[config.mk]
export PLATFORM = sky130hd
export DESIGN_NAME = ahb_response_buffer_flat
export DESIGN_NICKNAME = d
export VERILOG_FILES = /design/src/rtl/ahb_response_buffer_pkg.sv /design/src/rtl/ahb_response_buffer_if.sv /design/src/rtl/ahb_response_buffer_lsb_prio_enc.sv /design/src/rtl/ahb_response_buffer.sv /design/src/flat_wrapper.sv
export SDC_FILE = /design/constraint.sdc
export NUM_CORES = 1
export LEC_CHECK = 0
export ABC_AREA = 1
export ABC_CLOCK_PERIOD_IN_PS = 7100
export CORE_ASPECT_RATIO = 1.25
export CORE_MARGIN = 5
export CORE_UTILIZATION = 28
export DETAILED_ROUTE_END_ITERATION = 12
export SLEW_MARGIN = 20
export SYNTH_ARGS = -nofsm -noshare
export SYNTH_HDL_FRONTEND = slang
export SYNTH_SLANG_ARGS = --single-unit
[constraint.sdc]
create_clock -name HCLK -period 7.1 [get_ports HCLK]
set_input_delay 1.42 -clock HCLK [delete_from_list [all_inputs] [get_ports HCLK]]
set_output_delay 1.42 -clock HCLK [all_outputs]
set_load 0.005 [all_outputs]
[src/rtl/ahb_response_buffer_pkg.sv]
// rtl/ahb_response_buffer_pkg.sv - shared defaults and FSM encoding for the response buffer
package ahb_response_buffer_pkg;

    localparam int DATA_W_DEF = 32;
    localparam int ADDR_W_DEF = 5;
    localparam int DEPTH_DEF  = 2 ** ADDR_W_DEF;

    typedef enum logic [0:0] {
        S_EMPTY = 1'b0,
        S_HOLD  = 1'b1
    } drain_state_t;

    function automatic int depth_of(input int addr_w);
        return 2 ** addr_w;
    endfunction

endpackage

[src/rtl/ahb_response_buffer_if.sv]
// rtl/ahb_response_buffer_if.sv - write-side register stream and host-side drain stream
interface ahb_response_buffer_if
    import ahb_response_buffer_pkg::*;
#(
    parameter int DATA_W = DATA_W_DEF,
    parameter int ADDR_W = ADDR_W_DEF
);

    logic              REG_ENABLE;
    logic              REG_WRITE;
    logic [ADDR_W-1:0] RESPONSE_ADDR;
    logic [DATA_W-1:0] RESPONSE;
    logic              OUT_VALID;
    logic              OUT_READY;
    logic [DATA_W-1:0] OUT_DATA;
    logic [ADDR_W-1:0] OUT_ADDR;
    logic [ADDR_W:0]   FILL_COUNT;
    logic              OVERWRITE;

    modport master (
        output REG_ENABLE, REG_WRITE, RESPONSE_ADDR, RESPONSE, OUT_READY,
        input  OUT_VALID, OUT_DATA, OUT_ADDR, FILL_COUNT, OVERWRITE
    );

    modport slave (
        input  REG_ENABLE, REG_WRITE, RESPONSE_ADDR, RESPONSE, OUT_READY,
        output OUT_VALID, OUT_DATA, OUT_ADDR, FILL_COUNT, OVERWRITE
    );

endinterface

[src/rtl/ahb_response_buffer_lsb_prio_enc.sv]
// rtl/ahb_response_buffer_lsb_prio_enc.sv - lowest-set-bit index of a vector plus any-set flag
module lsb_prio_enc #(
    parameter int DEPTH  = 32,
    parameter int ADDR_W = 5
) (
    input  logic [DEPTH-1:0]  vec,
    output logic [ADDR_W-1:0] idx,
    output logic              any
);

    // Scan high to low so the last hit, i.e. the lowest index, wins.
    always_comb begin
        idx = '0;
        any = 1'b0;
        for (int i = DEPTH - 1; i >= 0; i--) begin
            if (vec[i]) begin
                idx = ADDR_W'(i);
                any = 1'b1;
            end
        end
    end

endmodule

[src/rtl/ahb_response_buffer.sv]
// rtl/ahb_response_buffer.sv - indexed response store drained lowest-index-first to the host
module ahb_response_buffer
    import ahb_response_buffer_pkg::*;
#(
    parameter int DATA_W = DATA_W_DEF,
    parameter int ADDR_W = ADDR_W_DEF
) (
    input  logic                  HCLK,
    input  logic                  HRESET,
    ahb_response_buffer_if.slave  bus
);

    localparam int DEPTH = depth_of(ADDR_W);

    logic [DATA_W-1:0] mem [DEPTH];
    logic [DEPTH-1:0]  valid;
    logic [DEPTH-1:0]  valid_nxt;
    drain_state_t      state;
    logic              out_valid;
    logic [DATA_W-1:0] out_data;
    logic [ADDR_W-1:0] out_addr;
    logic [ADDR_W:0]   fill_count;
    logic              overwrite;
    logic              dirty;

    logic              wr;
    logic              hit_held;
    logic              pop;
    logic [ADDR_W-1:0] low_idx;
    logic              low_any;

    function automatic logic [ADDR_W:0] popcount(input logic [DEPTH-1:0] v);
        logic [ADDR_W:0] cnt;
        cnt = '0;
        for (int i = 0; i < DEPTH; i++) begin
            cnt = cnt + {{ADDR_W{1'b0}}, v[i]};
        end
        return cnt;
    endfunction

    lsb_prio_enc #(
        .DEPTH  (DEPTH),
        .ADDR_W (ADDR_W)
    ) u_prio_enc (
        .vec (valid),
        .idx (low_idx),
        .any (low_any)
    );

    assign wr       = bus.REG_ENABLE && bus.REG_WRITE;
    assign hit_held = (state == S_HOLD) && wr && (bus.RESPONSE_ADDR == out_addr);
    assign pop      = (state == S_HOLD) && bus.OUT_READY;

    // A held entry that was rewritten stays valid so its new data drains later.
    always_comb begin
        valid_nxt = valid;
        if (pop && !dirty && !hit_held) begin
            valid_nxt[out_addr] = 1'b0;
        end
        if (wr) begin
            valid_nxt[bus.RESPONSE_ADDR] = 1'b1;
        end
    end

    always_ff @(posedge HCLK) begin
        if (wr && !HRESET) begin
            mem[bus.RESPONSE_ADDR] <= bus.RESPONSE;
        end
    end

    always_ff @(posedge HCLK) begin
        if (HRESET) begin
            valid      <= '0;
            fill_count <= '0;
            state      <= S_EMPTY;
            out_valid  <= 1'b0;
            out_data   <= '0;
            out_addr   <= '0;
            overwrite  <= 1'b0;
            dirty      <= 1'b0;
        end else begin
            valid      <= valid_nxt;
            fill_count <= popcount(valid_nxt);
            if (wr && valid[bus.RESPONSE_ADDR] && !hit_held) begin
                overwrite <= 1'b1;
            end
            case (state)
                S_EMPTY: begin
                    if (low_any) begin
                        out_addr  <= low_idx;
                        out_data  <= mem[low_idx];
                        dirty     <= wr && (bus.RESPONSE_ADDR == low_idx);
                        out_valid <= 1'b1;
                        state     <= S_HOLD;
                    end
                end
                S_HOLD: begin
                    if (hit_held) begin
                        dirty <= 1'b1;
                    end
                    if (bus.OUT_READY) begin
                        out_valid <= 1'b0;
                        state     <= S_EMPTY;
                    end
                end
                default: state <= S_EMPTY;
            endcase
        end
    end

    assign bus.OUT_VALID  = out_valid;
    assign bus.OUT_DATA   = out_data;
    assign bus.OUT_ADDR   = out_addr;
    assign bus.FILL_COUNT = fill_count;
    assign bus.OVERWRITE  = overwrite;

endmodule

[src/flat_wrapper.sv]
// flat-port wrapper written by rule: the top's interface ports become plain ports
module ahb_response_buffer_flat import ahb_response_buffer_pkg::*;
#(
    parameter int DATA_W = DATA_W_DEF,
    parameter int ADDR_W = ADDR_W_DEF
)
  (HCLK, HRESET, bus_REG_ENABLE, bus_REG_WRITE, bus_RESPONSE_ADDR, bus_RESPONSE, bus_OUT_READY, bus_OUT_VALID, bus_OUT_DATA, bus_OUT_ADDR, bus_FILL_COUNT, bus_OVERWRITE);
  ahb_response_buffer_if #(.DATA_W(DATA_W), .ADDR_W(ADDR_W)) bus_i ();
  input  logic HCLK;
  input  logic HRESET;
  input wire logic [$bits(bus_i.REG_ENABLE)-1:0] bus_REG_ENABLE;
  input wire logic [$bits(bus_i.REG_WRITE)-1:0] bus_REG_WRITE;
  input wire logic [$bits(bus_i.RESPONSE_ADDR)-1:0] bus_RESPONSE_ADDR;
  input wire logic [$bits(bus_i.RESPONSE)-1:0] bus_RESPONSE;
  input wire logic [$bits(bus_i.OUT_READY)-1:0] bus_OUT_READY;
  output wire logic [$bits(bus_i.OUT_VALID)-1:0] bus_OUT_VALID;
  output wire logic [$bits(bus_i.OUT_DATA)-1:0] bus_OUT_DATA;
  output wire logic [$bits(bus_i.OUT_ADDR)-1:0] bus_OUT_ADDR;
  output wire logic [$bits(bus_i.FILL_COUNT)-1:0] bus_FILL_COUNT;
  output wire logic [$bits(bus_i.OVERWRITE)-1:0] bus_OVERWRITE;
  assign bus_i.REG_ENABLE = bus_REG_ENABLE;
  assign bus_i.REG_WRITE = bus_REG_WRITE;
  assign bus_i.RESPONSE_ADDR = bus_RESPONSE_ADDR;
  assign bus_i.RESPONSE = bus_RESPONSE;
  assign bus_i.OUT_READY = bus_OUT_READY;
  assign bus_OUT_VALID = bus_i.OUT_VALID;
  assign bus_OUT_DATA = bus_i.OUT_DATA;
  assign bus_OUT_ADDR = bus_i.OUT_ADDR;
  assign bus_FILL_COUNT = bus_i.FILL_COUNT;
  assign bus_OVERWRITE = bus_i.OVERWRITE;
  ahb_response_buffer #(.DATA_W(DATA_W), .ADDR_W(ADDR_W)) u_core (.HCLK(HCLK), .HRESET(HRESET), .bus(bus_i));
endmodule
==> flow_summary_export.csv <==
group,metric,value,unit
timing,clock_skew,0.0561,ns
power_and_ir_drop,p_leak,22.9,nW
floorplanning,die-area,186000,sq um
critical_path,arrival,7.51,ns
clock_network,clockRootBuffer,"clkbuf_16",
floorplanning,rows,172,
critical_path,crit_family,"adder cells",
layout,area_growth,15.8,%
critical_path,critPathMaxStageDelay,0.57,ns
clock_network,numCtsBuffers,117,
clock_network,hold_buffers,0,
yosys,synth_top_cell_by_area,"edfxtp_1",
layout,drive_gt1_share,8.24,%
critical_path,rr_endpoint,"u_core.bus.FILL_COUNT[4]",
critical_path,reg2reg_from,"u_core.bus.OUT_ADDR[2]",
drt,routed_wl,154,mm
layout,final_cell_mix,"nand3_1, edfxtp_1, nand2_1",
timing,fin_setup_tns,0,ns
floorplanning,start_util,28.2,%
placement,gp_congestion,0.859,
min_path,holdPathStages,2,
layout,nets,4885,
yosys,ys_seq_area_share,65.1,%
floorplanning,fp.dieW,387,um
global_route,grt_pass1_vias,33400,
critical_path,cp_data_required_time,7.69,ns
global_route,track_usage,16.0,%
yosys,syn_inst,4748,
global_route,grt_max_degree,202,
floorplanning,die_height,481,um
yosys,yosysWarnings,0,
timing,period_share,97.5,%
yosys,ys_ff_latch,1103,
critical_path,critPathLaunchType,"input port",
timing,setup_violations,0,
run_status,outcome,"finished, final reports clean",
critical_path,end_kind,"flop",
critical_path,path_buf_inv,7,
clock_network,htreeDepth,3,
global_route,grt_pass1_wl,224,mm
clock_network,cts_max_path_buffers,3,
critical_path,cp_max_fo,6,
placement,io_buffers,86,
critical_path,cpMostUsedCell,"fa_1",
run,max_cap_violations,0,
critical_path,path_class,"input port to flop",
power_and_ir_drop,ir_drop,0.214,mV
floorplanning,io_pins,87,
timing,tightest_slew,1.17,ns
power_and_ir_drop,design_power_total,15.0,mW
global_route,antenna_found_initial,13,
drt,drc,0,
yosys,syn_area_per_cell,10.5,sq um
yosys,syn_nets,4822,
clock_network,clock_latency,0.76,ns
min_path,hold_path_class,"flop to flop",
clock_network,cts_sinks,1103,
clock_network,cts_tree,"done",
timing,slew_viol_final,0,
yosys,yosys-top-cells-area,"edfxtp_1, nand3_1, nand2_1",
critical_path,rr_worst_depth,25,
power_and_ir_drop,power.density,261,nW/um^2
yosys,synth_top_area_share,61.9,%
drt,vias_per_cell,4.82,
clock_network,clk_pin_slew,0.06,ns
timing,period_minus_slack,6.92,ns
critical_path,rrSetupSlack,0.79,ns
timing,max-slew-margin-rel,22.0,%
min_path,hold_end,"u_core.bus.OVERWRITE",
critical_path,slowest_stage,"fa_1",
drt,postRouteAntennaNets,0,
yosys,syn_area,49700,sq um
min_path,min-delay-start,"u_core.bus.OVERWRITE",
drt,drtIter0Drc,3666,
timing,final-hold-violation-count,0,
drt,vias,35000,
global_route,grt-ovfl-total,0,
drt,detail_route.first_pass.iterations,5,
timing,fmax,144,MHz
floorplanning,core,176000,sq um
layout,layout_commonest_cell,"nand3_1",
yosys,synth_cell_types,36,
placement,hpwl,80.8,mm
drt,wl_per_cell,21.2,um
[synth_stat cells]
cell type	n
nand3_1	1098
edfxtp_1	1024
nand2_1	841
inv_1	829
nand3b_1	320
clkbuf_1	137
dfxtp_1	79
nor2_1	74
buf_2	59
a21oi_1	57
buf_1	54
o21ai_0	28
buf_4	24
fa_1	24
nor3_1	24
buf_6	20
a22oi_1	8
ha_1	8
o221ai_1	8
nor4_1	5
a221oi_1	4
a31oi_1	3
clkinv_1	3
xor2_1	3
a22o_1	2
inv_2	2
a211oi_1	1
a311oi_1	1
a41oi_1	1
nand2_2	1
nand4_1	1
o21a_1	1
o21ba_2	1
o22ai_1	1
o311ai_0	1
o31ai_1	1
[layout make-up]
cell class | count | area [sq um]
Antenna cell | 3 | 7.51
Clock buffer | 175 | 3340
Clock inverter | 47 | 537
Fill cell | 17800 | 118000
Inverter | 834 | 3160
Multi-Input combinational cell | 2517 | 13200
Sequential cell | 1103 | 32300
Tap cell | 2349 | 2940
Timing Repair Buffer | 238 | 2050
[through the flow]
| step | worst slack [ns] | cells | hold slack (ns) | instance area (sq um) | util [%] |
|---|---|---|---|---|---|
| 3_3_place_gp | -0.761 | 7038 | 0.463 | 53600 | 30.5 |
| 6_report | 0.179 | 7266 | 0.483 | 57500 | 32.7 |
| 3_5_place_dp | -0.760 | 7039 | 0.464 | 53600 | 30.5 |
| 2_1_floorplan | 0.0350 | 4748 | 0.461 | 49700 | - |
| 5_1_grt | -0.0689 | 7263 | 0.514 | 57500 | 32.7 |
| 4_1_cts | 0.0375 | 7261 | 0.489 | 57500 | 32.7 |
[how the worst max path moves through the flow]
stage                         start                       end  cells after the start
2_1_floorplan  bus_RESPONSE_ADDR[1]  u_core.bus.FILL_COUNT[4]                     26
5_1_grt        bus_RESPONSE_ADDR[1]  u_core.bus.FILL_COUNT[4]                     26
4_1_cts        bus_RESPONSE_ADDR[0]  u_core.bus.FILL_COUNT[4]                     27
6_report       bus_RESPONSE_ADDR[1]  u_core.bus.FILL_COUNT[4]                     26
3_5_place_dp   bus_RESPONSE_ADDR[0]  u_core.bus.FILL_COUNT[4]                     27
3_3_place_gp   bus_RESPONSE_ADDR[0]  u_core.bus.FILL_COUNT[4]                     27
[layer usage]
layer,global-route usage (%),up-vias,share of wire [%]
met1,21.1,17200,42
met5,0,-,0.029
met2,26.4,1459,47
met3,3.40,290,8.5
li1,-,16100,-
met4,4.97,8,2.9
[flip-flops by register name (all words and copies together), names as in the netlist]
signal and count:
u_core.mem 1024, u_core.bus.OUT_DATA 32, u_core.valid 32, u_core.bus.FILL_COUNT 6, u_core.bus.OUT_ADDR 5, u_core.bus.OUT_VALID 1, u_core.bus.OVERWRITE 1, u_core.dirty 1
u_core.state 1
[kinds of logic (layout without fill, tap and decap cells)]
group / count (synthesis) / in the layout / share of synthesized area [%]
DFF: 1103 / 1103 / 65.1
buffers and inverters: 1128 / 1294 / 9.16
xor gates and xnor gates: 3 / 3 / 0.0529
other: 0 / 3 / 0
AOI/OAI and AO/OA: 118 / 118 / 1.39
adders and majority gates: 32 / 32 / 1.17
and+or+nand+nor: 2364 / 2364 / 23.1
[worst min-delay path: cells and delay by family, from the launching register on]
family,cells,cell delay (ns)
compound gates,1,0.05
simple gates,1,0.07
flops,1,0.33
[power by group]
group / switching (mW) / internal [mW]
Sequential: 0.0803 / 7.16
Combinational: 1.12 / 0.473
Clock: 2.61 / 3.54
[what timing repair did]
item	in CTS	in global routing
pin swaps	0	13
resized for setup	2	28
gates cloned	0	0
endpoints found under the setup margin	1	5
setup buffers	0	1
No activity file was read; power rests on OpenSTA's default activity.
